<file path="config.mk">
export PLATFORM = sky130hd
export DESIGN_NAME = ahb_arbiter
export DESIGN_NICKNAME = d
export VERILOG_FILES = /design/src/rtl/ahb_arbiter_pkg.sv /design/src/rtl/ahb_arbiter_rr_select.sv /design/src/rtl/ahb_arbiter.sv
export SDC_FILE = /design/constraint.sdc
export NUM_CORES = 1
export LEC_CHECK = 0
export BUFFER_PORTS_ARGS = -buffer_cell sky130_fd_sc_hd__buf_2
export CAP_MARGIN = 25
export CORE_ASPECT_RATIO = 1.4
export CORE_MARGIN = 2
export CORE_UTILIZATION = 50
export DETAILED_ROUTE_END_ITERATION = 10
export GPL_ROUTABILITY_DRIVEN = 0
export GPL_TIMING_DRIVEN = 1
export PLACE_DENSITY = 0.72
export SLEW_MARGIN = 20
export SYNTH_ARGS = -nofsm -noshare
export SYNTH_HDL_FRONTEND = slang
export SYNTH_SLANG_ARGS = --single-unit
export TNS_END_PERCENT = 50
</file>
<file path="constraint.sdc">
create_clock -name HCLK -period 4.7 [get_ports HCLK]
set_input_delay 0 -clock HCLK [delete_from_list [all_inputs] [get_ports HCLK]]
set_output_delay 0 -clock HCLK [all_outputs]
set_load 0.05 [all_outputs]
</file>
<file path="src/rtl/ahb_arbiter_pkg.sv">
`default_nettype none
// ============================================================================
// ahb_parameters : arbiter state enum, AHB bus encodings, burst lengths
// Rev 1.0
// ============================================================================
package ahb_parameters;

  localparam int number_of_masters = 2;

  typedef enum logic [1:0] {
    ST_ARB    = 2'd0,
    ST_BURST  = 2'd1,
    ST_LOCKED = 2'd2
  } arb_state_e;

  localparam logic [1:0] HTRANS_IDLE   = 2'd0;
  localparam logic [1:0] HTRANS_BUSY   = 2'd1;
  localparam logic [1:0] HTRANS_NONSEQ = 2'd2;
  localparam logic [1:0] HTRANS_SEQ    = 2'd3;

  localparam logic [2:0] HBURST_SINGLE = 3'd0;
  localparam logic [2:0] HBURST_INCR   = 3'd1;
  localparam logic [2:0] HBURST_WRAP4  = 3'd2;
  localparam logic [2:0] HBURST_INCR4  = 3'd3;
  localparam logic [2:0] HBURST_WRAP8  = 3'd4;
  localparam logic [2:0] HBURST_INCR8  = 3'd5;
  localparam logic [2:0] HBURST_WRAP16 = 3'd6;
  localparam logic [2:0] HBURST_INCR16 = 3'd7;

  localparam logic [1:0] HRESP_OKAY  = 2'd0;
  localparam logic [1:0] HRESP_ERROR = 2'd1;
  localparam logic [1:0] HRESP_RETRY = 2'd2;
  localparam logic [1:0] HRESP_SPLIT = 2'd3;

  // Beats remaining after the NONSEQ beat of each fixed-length burst.
  localparam logic [3:0] LAST_BEAT_4  = 4'd3;
  localparam logic [3:0] LAST_BEAT_8  = 4'd7;
  localparam logic [3:0] LAST_BEAT_16 = 4'd15;

  function automatic logic is_fixed_burst(input logic [2:0] hburst);
    return hburst >= HBURST_WRAP4;
  endfunction

  function automatic logic [3:0] last_beat(input logic [2:0] hburst);
    case (hburst)
      HBURST_WRAP4,  HBURST_INCR4:  return LAST_BEAT_4;
      HBURST_WRAP8,  HBURST_INCR8:  return LAST_BEAT_8;
      HBURST_WRAP16, HBURST_INCR16: return LAST_BEAT_16;
      default:                      return 4'd0;
    endcase
  endfunction

endpackage
`default_nettype wire

</file>
<file path="src/rtl/ahb_arbiter_rr_select.sv">
`default_nettype none
// ============================================================================
// ahb_rr_select : combinational round-robin winner search from ptr+1 onwards
// Rev 1.0
// ============================================================================
module ahb_rr_select
  import ahb_parameters::*;
#(
  parameter int NUM_MASTERS    = number_of_masters,
  parameter int DEFAULT_MASTER = 0
) (
  input  logic [NUM_MASTERS-1:0] req,
  input  logic [3:0]             ptr,
  output logic [3:0]             winner
);

  logic [4:0] cand;
  logic       found;

  always_comb begin
    winner = 4'(DEFAULT_MASTER);
    found  = 1'b0;
    cand   = 5'd0;
    for (int i = 0; i < NUM_MASTERS; i++) begin
      // ptr is always below NUM_MASTERS, so one wrap subtraction suffices.
      cand = {1'b0, ptr} + 5'(i) + 5'd1;
      if (cand >= 5'(NUM_MASTERS)) begin
        cand = cand - 5'(NUM_MASTERS);
      end
      for (int j = 0; j < NUM_MASTERS; j++) begin
        if (!found && (cand == 5'(j)) && req[j]) begin
          winner = 4'(j);
          found  = 1'b1;
        end
      end
    end
  end

endmodule
`default_nettype wire

</file>
<file path="src/rtl/ahb_arbiter.sv">
`default_nettype none
// ============================================================================
// ahb_arbiter : AHB round-robin bus arbiter with fixed-burst and lock holding
// Rev 1.0
// ============================================================================
module ahb_arbiter
  import ahb_parameters::*;
#(
  parameter int NUM_MASTERS    = number_of_masters,
  parameter int DEFAULT_MASTER = 0
) (
  input  logic                   HCLK,
  input  logic                   HRESETn,
  input  logic [NUM_MASTERS-1:0] HBUSREQ,
  input  logic [NUM_MASTERS-1:0] HLOCK,
  input  logic [1:0]             HTRANS,
  input  logic [2:0]             HBURST,
  input  logic                   HREADY,
  input  logic [1:0]             HRESP,
  output logic [NUM_MASTERS-1:0] HGRANT,
  output logic [3:0]             HMASTER,
  output logic                   HMASTLOCK
);

  localparam logic [3:0] DEFAULT_IDX = 4'(DEFAULT_MASTER);

  arb_state_e             state_q, state_d;
  logic [3:0]             owner_q, owner_d;
  logic [3:0]             cnt_q, cnt_d;
  logic [NUM_MASTERS-1:0] grant_q, grant_d;
  logic [NUM_MASTERS-1:0] default_grant;
  logic [3:0]             hmaster_q, hmaster_d;
  logic                   hmastlock_q, hmastlock_d;
  logic [3:0]             rr_winner;
  logic                   owner_lock;
  logic                   rearb;
  logic                   err_abort;

  // owner_q doubles as the round-robin pointer: it is the last granted index.
  ahb_rr_select #(
    .NUM_MASTERS    (NUM_MASTERS),
    .DEFAULT_MASTER (DEFAULT_MASTER)
  ) u_rr_select (
    .req    (HBUSREQ),
    .ptr    (owner_q),
    .winner (rr_winner)
  );

  always_comb begin
    owner_lock    = 1'b0;
    default_grant = '0;
    for (int i = 0; i < NUM_MASTERS; i++) begin
      if (owner_q == 4'(i)) begin
        owner_lock = HLOCK[i];
      end
      default_grant[i] = (DEFAULT_IDX == 4'(i));
    end
  end

  assign err_abort = !HREADY && (HRESP != HRESP_OKAY);

  always_comb begin
    state_d     = state_q;
    owner_d     = owner_q;
    cnt_d       = cnt_q;
    hmaster_d   = hmaster_q;
    hmastlock_d = hmastlock_q;
    rearb       = 1'b0;

    if (HREADY) begin
      hmaster_d   = owner_q;
      hmastlock_d = owner_lock;
    end

    case (state_q)
      ST_ARB: begin
        if (HREADY) begin
          if (owner_lock) begin
            state_d = ST_LOCKED;
          end else if ((HTRANS == HTRANS_NONSEQ) && is_fixed_burst(HBURST)) begin
            state_d = ST_BURST;
            cnt_d   = last_beat(HBURST);
          end else begin
            rearb = 1'b1;
          end
        end
      end
      ST_BURST: begin
        // A two-cycle ERROR/RETRY/SPLIT response abandons the burst; the
        // grant itself can only move on the following HREADY edge.
        if (err_abort) begin
          state_d = ST_ARB;
          cnt_d   = 4'd0;
        end else if (HREADY) begin
          if (owner_lock) begin
            state_d = ST_LOCKED;
            cnt_d   = 4'd0;
          end else if (HTRANS == HTRANS_SEQ) begin
            if (cnt_q <= 4'd1) begin
              state_d = ST_ARB;
              cnt_d   = 4'd0;
              rearb   = 1'b1;
            end else begin
              cnt_d = cnt_q - 4'd1;
            end
          end
        end
      end
      ST_LOCKED: begin
        if (HREADY && !owner_lock && (HTRANS == HTRANS_IDLE)) begin
          state_d = ST_ARB;
          rearb   = 1'b1;
        end
      end
      default: begin
        state_d = ST_ARB;
        cnt_d   = 4'd0;
      end
    endcase

    if (rearb) begin
      owner_d = rr_winner;
    end

    grant_d = '0;
    for (int i = 0; i < NUM_MASTERS; i++) begin
      grant_d[i] = (owner_d == 4'(i));
    end
  end

  always_ff @(posedge HCLK or negedge HRESETn) begin
    if (!HRESETn) begin
      state_q     <= ST_ARB;
      owner_q     <= DEFAULT_IDX;
      cnt_q       <= 4'd0;
      grant_q     <= default_grant;
      hmaster_q   <= DEFAULT_IDX;
      hmastlock_q <= 1'b0;
    end else begin
      state_q     <= state_d;
      owner_q     <= owner_d;
      cnt_q       <= cnt_d;
      grant_q     <= grant_d;
      hmaster_q   <= hmaster_d;
      hmastlock_q <= hmastlock_d;
    end
  end

  assign HGRANT    = grant_q;
  assign HMASTER   = hmaster_q;
  assign HMASTLOCK = hmastlock_q;

endmodule
`default_nettype wire

</file>
# After elaboration in Yosys (flattened, before gate mapping)
# Cells that the tools add are included.
# Widths: inputs -> output; s select.
[classes]
addsub = 5
order_cmp = 4
eq_ne = 22
n_mux = 41
bitwise = 1
n_reduce_logical = 28
[op_table]
columns = ["op", "count"]
rows = [
  ["$mux 4", 9],
  ["$pmux 4 s3", 2],
  ["$mux 2", 9],
  ["$mux 1", 17],
  ["$eq 3x3->1 const B", 4],
  ["$reduce_and 6->1", 2],
  ["$logic_and 1x1->1", 11],
  ["$eq 5x1->1 const B", 2],
  ["$ge 5x2->1 const B", 2],
  ["$logic_not 5->1", 2],
  ["$mux 5", 2],
  ["$sub 5x2->5 const B", 2],
  ["$eq 4x1->1 const B", 2],
  ["$logic_not 4->1", 2],
  ["$ne 2x2->1 const B", 4],
  ["$ne 4x4->1 const B", 2],
  ["$eq 2x2->1 const B", 3],
  ["$eq 3x2->1 const B", 2],
  ["$ne 3x3->1 const B", 2],
  ["$pmux 2 s3", 1],
  ["$reduce_or 2->1", 3],
  ["$add 4x1->5 const B", 1],
  ["$add 5x1->5 const B", 1],
  ["$logic_not 1->1", 5],
  ["8 further kinds", 9],
]
[totals]
reg_bits = 17
in_bits = 14
word_cells = 107

# Logic depth before layout (Yosys ltp)
# Gate-level depths: netlist of run 1.
[depth]
word_depth = 20
mapped_depth = 11
ltp_nobuf = 10

# By module
# A second synthesis of run 1 with hierarchy kept.
[unflattened]
cells_unflattened = 127
hier_area_um2 = 1251.2
[modules_own_cells]
columns = ["module", "instances", "cells_per_inst", "area_each_um2", "seq_area_each_um2"]
rows = [
  ["ahb_arbiter", 1, 87, 949.7, 426.7],
  ["ahb_rr_select", 1, 40, 301.5, 0.0],
]

# Worst setup path before layout of run 1
# OpenSTA, ideal clock, no wires.
[synth_timing]
path_type = "reg-to-reg"
from = "register owner_q[0]"
to = "register grant_q[1], in the netlist HGRANT[1]"
setup_ns = 0.079
t_arrival_ns = 2.377
slack_ns = 2.243
stages_incl_launch_ff = 11
path_buffers = 1
synth_period_minus_slack_ns = 2.457
path_cell_list = "dfrtp_1 -> clkbuf_1 -> inv_1 -> ha_1 -> xnor2_1 -> inv_1 -> ha_1 -> a22oi_1 -> nor4_2 -> o31a_1 -> a2bb2oi_1"
[synth_via]
elab_chain_len = 20
word_cells_on_any_way = 44
classes_between = "add/sub (4); order compare (2); eq/ne (4); mux (18); reduce/logical (16)"
[synth_lines]
columns = ["element", "line_no", "text"]
rows = [
  ["from (decl)", "ahb_arbiter.sv:28", "logic [3:0] owner_q, owner_d;"],
  ["from (signal assigned)", "ahb_arbiter.sv:141", "owner_q <= owner_d;"],
  ["$add 4x1->5", "ahb_arbiter_rr_select.sv:26", "cand = {1'b0, ptr} + 5'(i) + 5'd1;"],
  ["$sub 5x2->5 / $ge 5x2->1 (equally long branches)", "ahb_arbiter_rr_select.sv:28, ahb_arbiter_rr_select.sv:27", ""],
  ["$mux 5", "ahb_arbiter_rr_select.sv:27", "if (cand >= 5'(NUM_MASTERS)) begin"],
  ["$logic_not 5->1", "ahb_arbiter_rr_select.sv:31", "if (!found && (cand == 5'(j)) && req[j]) begin"],
  ["$logic_and 1x1->1", "ahb_arbiter_rr_select.sv:31", ""],
  ["$mux 1", "ahb_arbiter_rr_select.sv:31", ""],
  ["$logic_not 1->1", "ahb_arbiter_rr_select.sv:31", ""],
  ["$logic_and 1x1->1 (2 in a row)", "ahb_arbiter_rr_select.sv:31", ""],
  ["[2 not listed]", "n/a", ""],
  ["$logic_and 1x1->1 (2 in a row)", "ahb_arbiter_rr_select.sv:31", ""],
  ["$mux 1", "ahb_arbiter_rr_select.sv:31", ""],
  ["$logic_not 1->1", "ahb_arbiter_rr_select.sv:31", ""],
  ["$logic_and 1x1->1 (2 in a row)", "ahb_arbiter_rr_select.sv:31", ""],
  ["$mux 1", "ahb_arbiter_rr_select.sv:31", ""],
  ["$mux 4 *", "ahb_arbiter.sv:121", "if (rearb) begin"],
  ["$eq 4x1->1 *", "ahb_arbiter.sv:127", "grant_d[i] = (owner_d == 4'(i));"],
  ["net grant_d[1]", "ahb_arbiter.sv:30", "logic [NUM_MASTERS-1:0] grant_q, grant_d;"],
  ["to (signal assigned)", "ahb_arbiter.sv:136", "grant_q <= default_grant;"],
  ["to (signal assigned)", "ahb_arbiter.sv:143", "grant_q <= grant_d;"],
  ["to (decl)", "ahb_arbiter.sv:30", ""],
]
# The timed path passes the listed nets; every way through them passes the cells marked *.
# A chain may end at the register's enable or synchronous reset.

# Worst setup path after layout of run 1
# Ends and elaborated chain as after synthesis.

==> impl_metrics.ini, run 1 <==
[clock_tree]
post_cts_buffers = 0
cts_tree = yes
path_clk_slew_ps = 100
cts-root-buf = clkbuf_4
cts_made_buffers = 3
clock_path_buffers = 2
cts.sinks = 17
htree_levels = 1
worstSkewPairLatency_ps = 290

[routing]
drt-initial-drc-count = 19
drt_wl_total_um = 2480
dr.pass1.iters = 7
wl_per_cell_um = 15.1
drc = 0
via_per_inst = 6.18
dr_total_vias = 1014
detail-route-antenna-nets = 0

[worst_setup_path]
ff2ff_setup_slack_ps = 1950
cp-start-kind = register
cp-end-kind = register
worstPathArrival_ps = 2970
worstSetupEndpoint = HGRANT[1]
required_ps = 4920
crit_type = register to register
r2r-start = owner_q[0]
r2r-end = HGRANT[1]
crit_fanout = 10
rr_worst_depth = 9
crit_start = owner_q[0]

[timing]
hold_viol = 0
slew_violations = 0
fmax_mhz = 364
relSlewSlack = 0.760
finalSetupViolCount = 0
fin_worst_skew_ps = 2.25
layout_min_cycle_time_ps = 2750
rsz0062_at_grt = no
post-route-period-util = 0.584
worstMarginPinSlew_ps = 357
setup_tns_ps = 0

[pwr]
pwr-share-comb = 0.552
p_leak_nw = 0.637
power_density_nw_per_um2 = 513
p_seq_frac = 0.339
netSwitchingFraction = 0.466
p_int_mw = 0.371
switching_power_mw = 0.324
pwr-share-clk = 0.110
peakVddDrop_mv = 0.247

[synth]
ys_warn_count = 0
netlist_top_cells_area = dfrtp_1 (33%), ha_1 (9.2%), mux2_2 (4.6%)
yosys_most_used_dff = dfrtp_1
syn_area_um2 = 1220
synth.avg_cell_area_um2 = 10.1
ys_seq_area_frac = 0.350
synth_nets = 144
yosys.area.top_type_share = 0.328
ys_ff_latch = 17
postSynth.asyncResetShare = 1.00
post_synth_inst_count = 121
synth_edf_count = 0
synth_area_leader_cell = dfrtp_1
synth_cell_types = 54

[global_routing]
grt_pass1_wl_um = 4420
grt_max_degree = 18
antenna_found_initial = 0
grt_overflow = 0
grt_usage = 0.201
grt_pass1_vias = 1048

[min_path]
hold_path_class = primary input to register

[layout]
drive_gt1_frac = 0.291
diodes = 0
fin_area_um2 = 1360
nets = 165
fillers = 214
area_growth_pct = 11.1

[floorplan]
start_util = 0.516
core-area_um2 = 2360
die_height_um = 62.4
io_pins = 21
dieWidth_um = 45.7
die-area_um2 = 2860
num_rows = 21

[placed_design]
dp_hpwl_um = 1970
io_buffers = 19
postPlaceCellArea_um2 = 1320

[flow_run]
maxCapViolations = 0

[run_status]
status = finished, final reports clean
power by group through the flow:
stage                     clock, mW  combinational, mW  sequential, mW
after floorplan                   0              0.260           0.276
after global placement            0              0.366           0.236
after detailed placement          0              0.385           0.238
after CTS                    0.0782              0.386           0.235
after global routing         0.0838              0.428           0.243
final                        0.0762              0.383           0.235
routing by layer:
| layer | vias up | share of wire | global-route usage | wire length, um |
|---|---|---|---|---|
| met5 | - | 0 | 0 | 0 |
| met4 | 0 | 0.0052 | 0.0643 | 13 |
| met3 | 2 | 0.024 | 0.0173 | 60 |
| met2 | 16 | 0.58 | 0.364 | 1430 |
| met1 | 492 | 0.39 | 0.236 | 975 |
| li1 | 504 | - | - | - |
Yosys cell counts (all sizes together), types with 2 or more instances:
library cell / number
a211oi: 2
a21oi: 4
a221oi: 2
a32oi: 2
and2: 4
buf: 2
clkbuf: 2
dfrtp: 16
ha: 9
inv: 11
mux2: 6
nand2: 4
nand3: 4
nand4: 4
nor2: 7
nor4: 3
o21ai: 6
o21ba: 2
o221ai: 2
o41ai: 2
metrics by stage:
step	util	hold slack, ps	setup slack [ps]	power (mW)	std cells
2_1_floorplan	-	-296	2240	0.536	121
6_report	0.573	85.5	1950	0.695	164
3_5_place_dp	0.557	-64.7	1960	0.623	159
5_1_grt	0.573	91.6	1740	0.755	164
3_3_place_gp	0.557	-73.6	2100	0.602	159
4_1_cts	0.573	82.4	1930	0.700	164
logic make-up (layout without fill, tap and decap cells):
| logic type | count (synthesis) | in the layout | share of synthesized area |
|---|---|---|---|
| compound gates | 36 | 36 | 0.246 |
| simple gates | 35 | 35 | 0.167 |
| flops | 17 | 17 | 0.350 |
| buf+inv | 15 | 35 | 0.0554 |
| fa+ha+maj | 9 | 9 | 0.0923 |
| mux | 6 | 6 | 0.0554 |
| xor+xnor | 3 | 3 | 0.0338 |
sequential cells by signal, summed over array words and instances (netlist names):
register,count
owner_q,4
state_q,2
cnt_q,4
HMASTLOCK,1
HGRANT,2
HMASTER,4
area by class of cell:
cell class                 count  area [um2]  share of cell area
clock buffer                   3        22.5              0.0166
clock inverter                 1        5.00             0.00369
inverter                      11        41.3              0.0305
multi-input combinational     89         726               0.536
sequential                    17         427               0.315
tap                           23        28.8              0.0212
timing repair buffer          20         105              0.0776
layout by cell type, fill, tap and decap left out, types with 2 or more instances in the layout:
cell and n:
nand4_1 4, a211oi_1 2, o21ba_2 2, ha_1 9, nor4_1 2, and2_1 4
nand2_1 4, o221ai_1 2, a21oi_1 3, nor2_1 7, dfrtp_1 16, inv_1 11
o21ai_2 2, mux2_2 5, o21ai_0 4, buf_2 19, a32oi_1 2, clkbuf_4 3
nand3_1 4
how the worst min path moves through the flow:
stage / slack (ps) / end / cells past startpoint / from
2_1_floorplan: -300 / HGRANT[1] / 0 / HRESETn
3_3_place_gp: -70 / HMASTER[2] / 1 / HRESETn
3_5_place_dp: -60 / HMASTLOCK / 1 / HRESETn
4_1_cts: 80 / cnt_q[3] / 3 / HBURST[1]
5_1_grt: 90 / cnt_q[3] / 3 / HBURST[1]
6_report: 90 / HMASTLOCK / 2 / HREADY
critical path, stage by stage (launching register included):
cell and delay (ps):
dfrtp_1 560, inv_1 200, ha_1 430, xnor2_1 320, inv_1 100, ha_1 310, a22oi_1 90, nor4_2 270
o31a_1 230, a2bb2oi_1 170
what timing repair did:
item	in CTS	in global routing
endpoints found under the hold margin	17	0
hold buffers	1	0
resized for setup	0	0
Note: power is estimated with default switching activity, not from simulation.
==> inputs of run 2 (changes only) <==
ABC_AREA = 1   (was unset)
clock period = 2.8 ns   (was 4.7 ns; I/O delays follow)
==> run 2 against run 1 <==
Final area grew 0.28%. Final cell count rose by 30%. Non-clock buffer count rose by 1. Setup slack got worse by 1400 ps. Hold slack improved by 21 ps. Count of clock-buffer cells in the layout is 1 higher. Routed wire length down 0.40%. Critical path type unchanged. Critical endpoint unchanged. Largest cell class unchanged.
==> impl_metrics.ini, run 2 <==
[floorplan]
die_height_um = 62.4
core-area_um2 = 2340
start_util = 0.520
dieWidth_um = 45.7
io_pins = 21
die-area_um2 = 2850
num_rows = 21

[placed_design]
pre_cts_slack_ps = 564
dp_hpwl_um = 1990
io_buffers = 19
dp_cells = 208

[layout]
nets = 215
final_cell_mix = nand2_1 (43), inv_1 (20), nor2_1 (20)
area_growth_pct = 11.7
fillers = 226
stdcell_count = 214
layout_commonest_cell = nand2_1
drive_gt1_frac = 0.162
diodes = 0

[pwr]
p_seq_frac = 0.308
netSwitchingFraction = 0.494
power_density_nw_per_um2 = 908
peakVddDrop_mv = 0.491
pwr-share-comb = 0.590
pwr-share-clk = 0.102
p_leak_nw = 0.705
switching_power_mw = 0.610
p_int_mw = 0.624

[synth]
ys_ff_latch = 17
post-synth-top-count-cell = nand2_1
synth_nets = 192
postSynth.asyncResetShare = 1.00
synth_cell_types = 24
yosys_most_used_dff = dfrtp_1
yosys.area.top_type_share = 0.329
ys_seq_area_frac = 0.351
synth_common_cells = nand2_1 (43), inv_1 (20), nor2_1 (20), o21ai_0 (18), dfrtp_1 (16)
synth_area_leader_cell = dfrtp_1
post_synth_inst_count = 169
syn_area_um2 = 1220
synth.avg_cell_area_um2 = 7.20
synth_edf_count = 0
ys_warn_count = 0
netlist_top_cells_area = dfrtp_1 (33%), nand2_1 (13%), ha_1 (9.3%)

[routing]
dr.pass1.iters = 4
wl_per_cell_um = 11.6
dr_total_vias = 1135
via_per_inst = 5.30
drc = 0
drt_wl_total_um = 2470
drt-initial-drc-count = 24
detail-route-antenna-nets = 0

[global_routing]
grt_usage = 0.206
grt_overflow = 0
grt_pass1_wl_um = 4510
grt_pass1_vias = 1122
antenna_found_initial = 0
grt_max_degree = 18

[timing]
worstMarginPinSlew_ps = 369
slew_violations = 0
fmax_mhz = 447
rsz0062_at_grt = no
post-route-period-util = 0.799
setup_tns_ps = 0
setup_slack_ps = 563
layout_min_cycle_time_ps = 2240
relSlewSlack = 0.754
fin_worst_skew_ps = 9.04
hold_viol = 0
finalSetupViolCount = 0

[flow_run]
maxCapViolations = 0

[clock_tree]
path_clk_slew_ps = 100
cts-root-buf = clkbuf_4
cts.sinks = 17
clock_path_buffers = 2
worstSkewPairLatency_ps = 280
post_cts_resized = 0
cts_tree = yes
cts_made_buffers = 3
htree_levels = 1

[min_path]
holdPathStages = 5
min_from = HBUSREQ[1]
hold_path_class = primary input to register
min_to = owner_q[0]

[worst_setup_path]
cp-end-kind = register
cp-start-kind = register
crit_type = register to register
worstPathArrival_ps = 2450
crit_fanout = 9
required_ps = 3020
r2r-start = owner_q[0]
r2r-end = HGRANT[1]
rr_worst_depth = 11
ff2ff_setup_slack_ps = 560

[run_status]
status = finished, final reports clean
-- run 2: cell count changes after synthesis, moves of 3 or more --
cell / before / now
nand2_1: 4 / 43
o21ai_0: 4 / 18
nor2_1: 7 / 20
inv_1: 11 / 20
nand3_1: 4 / 13
mux2_2: 5 / 0
o21ai_1: 0 / 4
and2_1: 4 / 1
nand2_2: 0 / 3
-- run 2: layer usage --
metal	global-route usage	vias to the layer above	wire length, um
li1	-	590	-
met1	0.231	515	1040
met2	0.357	26	1320
met3	0.0116	4	64
met4	0.121	0	44
met5	0	-	0
-- run 2: timing repair --
action,CTS,global route
hold buffers,2,0
hold endpoints to repair,18,0
buffers inserted,0,0
setup endpoints to repair,0,0
-- run 2: layout make-up --
class	count	area, um2	area share
multi-input cells	129	687	0.506
well taps	23	28.8	0.0212
inverters	20	75.1	0.0552
repair buffers	21	115	0.0847
flip-flops and latches	17	427	0.314
clock buffers	4	26.3	0.0193
-- run 2: per-stage QoR --
stage / utilization / power [mW] / cell area, um2 / hold WS (ps)
2_1_floorplan: - / 0.964 / 1220 / -296
3_3_place_gp: 0.561 / 1.09 / 1310 / -70.2
3_5_place_dp: 0.561 / 1.11 / 1310 / -60.7
4_1_cts: 0.581 / 1.24 / 1360 / 93.6
5_1_grt: 0.581 / 1.38 / 1360 / 120
6_report: 0.581 / 1.23 / 1360 / 107
-- run 2: how the worst max path moves through the flow --
| stage | depth (start not counted) | end | startpoint | slack, ps |
|---|---|---|---|---|
| global placement | 11 | HGRANT[1] | owner_q[0] | 600 |
| CTS | 11 | HGRANT[1] | owner_q[0] | 540 |
| global route | 11 | HGRANT[1] | owner_q[0] | 340 |
| detailed placement | 11 | HGRANT[1] | owner_q[0] | 560 |
| floorplan | 12 | HGRANT[1] | owner_q[0] | 800 |
| finish | 11 | HGRANT[1] | owner_q[0] | 560 |
-- run 2: power by group through the flow --
| stage | logic (mW) | clock network (mW) | registers, mW |
|---|---|---|---|
| 6_report | 0.728 | 0.126 | 0.380 |
| 5_1_grt | 0.843 | 0.147 | 0.392 |
| 4_1_cts | 0.731 | 0.132 | 0.380 |
| 3_5_place_dp | 0.725 | 0 | 0.385 |
| 3_3_place_gp | 0.706 | 0 | 0.383 |
| 2_1_floorplan | 0.514 | 0 | 0.449 |
-- run 2: kinds of logic (layout without fill, tap and decap cells) --
| kind of cell | Yosys count | after routing | synth area share |
|---|---|---|---|
| AOI/OAI and AO/OA | 29 | 29 | 0.126 |
| buffers and inverters | 23 | 45 | 0.0844 |
| adders and majority gates | 9 | 9 | 0.0926 |
| xor gates and xnor gates | 3 | 3 | 0.0216 |
| and+or+nand+nor | 88 | 88 | 0.325 |
| DFF | 17 | 17 | 0.351 |
-- run 2: worst max-delay path, cell delays in order (launching register included) --
cell	delay, ps
dfrtp_1	530
inv_1	180
ha_1	390
xnor2_1	210
inv_1	60
ha_1	270
nand2_1	50
nand2_1	60
nand3_1	70
o21bai_1	120
nand2_1	90
a21oi_1	130
==> inputs of run 3 (changes only) <==
clock period = 2.2 ns   (was 2.8 ns; I/O delays follow)
==> run 3 against run 2 <==
Non-clock buffer count up 5. Critical endpoint is now cnt_q[2]. Final cell count increased by 2.3%. Die area is the same. Sequential power up 27%. Largest cell class unchanged. Power up 36%. Combinational power rose by 41%. Highest routed layer unchanged.
==> impl_metrics.ini, run 3 (synthesis results as in run 2) <==
[worst_setup_path]
cp-end-kind = register
crit_fanout = 8
crit_type = register to register
required_ps = 2360
worstPathArrival_ps = 2170
cp-start-kind = register

[pwr]
p_int_mw = 0.863
peakVddDrop_mv = 0.628
netSwitchingFraction = 0.485
p_seq_frac = 0.287
switching_power_mw = 0.814
p_leak_nw = 0.729
pwr-share-clk = 0.098
power_density_nw_per_um2 = 1190
pwr-share-comb = 0.615

[floorplan]
num_rows = 21
start_util = 0.520
dieWidth_um = 45.7
die_height_um = 62.4
core-area_um2 = 2340
die-area_um2 = 2850
io_pins = 21

[routing]
dr_total_vias = 1164
wl_per_cell_um = 12.3
dr.pass1.iters = 5
via_per_inst = 5.32
drc = 0
drt_wl_total_um = 2700
detail-route-antenna-nets = 0
drt-initial-drc-count = 29

[run_status]
status = finished, final reports clean

[layout]
fillers = 215
multiInputGateArea_um2 = 696
diodes = 0
stdcell_count = 219
fin_area_um2 = 1410
nets = 220
layout_commonest_cell = nand2_1
seq_area_um2 = 429
drive_gt1_frac = 0.224
final_cell_mix = nand2_1 (43), nor2_1 (19), buf_2 (19)
area_growth_pct = 15.8

[timing]
worstMarginPinSlew_ps = 375
fin_worst_skew_ps = 2.59
fmax_mhz = 497
relSlewSlack = 0.750
rsz0062_at_grt = yes
slew_violations = 0
finalSetupViolCount = 0
hold_viol = 0
setup_slack_ps = 190
layout_min_cycle_time_ps = 2010
post-route-period-util = 0.914

[placed_design]
pre_cts_slack_ps = 87.2
postPlaceCellArea_um2 = 1330
dp_cells = 210
dp_hpwl_um = 2070
io_buffers = 19

[clock_tree]
cts_tree = yes
cts-root-buf = clkbuf_4
htree_levels = 1
cts_made_buffers = 3
path_clk_slew_ps = 100
worstSkewPairLatency_ps = 280
clock_path_buffers = 2
cts.sinks = 17

[global_routing]
grt_pass1_wl_um = 4590
grt_pass1_vias = 1144
grt_overflow = 0
top_usage_layer = met2
grtUsageMet3 = 0
grt_use_met1 = 0.232
antenna_found_initial = 0
grt_usage = 0.209
grtUsageMet2 = 0.387
grt_max_degree = 18

[flow_run]
maxCapViolations = 0

[min_path]
hold_path_class = primary input to register
-- run 3: changes by cell type in the layout (fill, tap and decap cells not counted), sizes merged --
cell | before | now
clkinv | 0 | 1
buf | 19 | 24
clkbuf | 4 | 3
-- run 3: worst max-delay path, cell delays in order (launching register included) --
cell and delay (ps):
dfrtp_2 470, buf_4 170, ha_1 230, a21oi_1 290, nor2_4 110, nor3_1 150, nor2_1 90, nor3_4 250
o21ai_0 140
-- run 3: timing repair --
action                                 CTS  global route
endpoints found under the hold margin   18             0
gates resized for setup                  0             7
hold buffers                             2             0
setup buffers                            0             3
setup endpoints to repair                0             8
-- run 3: layer usage --
layer / vias to the layer above / wire [um]
li1: 596 / -
met1: 541 / 1090
met5: - / 0
met3: 2 / 51
met2: 25 / 1530
met4: 0 / 23
-- run 3: path summary, 6_finish.rpt --
check / startpoint / endpoint / slack, ps / cells after the start
setup reg to reg: owner_q[0] / cnt_q[2] / 190 / 8
hold / removal: HBURST[1] / cnt_q[3] / 90 / 5
hold reg to reg: HMASTER[3] / HMASTER[3] / 490 / 2
min in group asynchronous: HRESETn / state_q[0] / 170 / 2
setup / recovery: owner_q[0] / cnt_q[2] / 190 / 8
max in group asynchronous: HRESETn / HGRANT[0] / 1730 / 2
-- run 3: power groups by stage --
stage / logic [mW] / registers, mW / clock network [mW]
after CTS: 0.970 / 0.476 / 0.172
final: 1.03 / 0.481 / 0.164
after global routing: 1.18 / 0.496 / 0.187
after detailed placement: 0.963 / 0.483 / 0
after global placement: 0.936 / 0.478 / 0
after floorplan: 0.655 / 0.572 / 0
-- run 3: final cells by class --
cell class,instances,share of cell area
Tap cell,23,0.0204
Sequential cell,17,0.305
Multi-Input combinational cell,129,0.494
Timing Repair Buffer,26,0.108
Inverter,20,0.0533
Clock buffer,3,0.0160
Clock inverter,1,0.00355
-- run 3: per-stage QoR --
stage          hold WS (ps)  total power [mW]  setup TNS (ps)   util
2_1_floorplan          -296              1.23               0      -
3_3_place_gp          -70.5              1.41               0  0.568
3_5_place_dp          -64.2              1.45               0  0.568
4_1_cts                86.4              1.62               0  0.588
5_1_grt                 132              1.86           -43.4  0.602
6_report               91.0              1.68               0  0.602
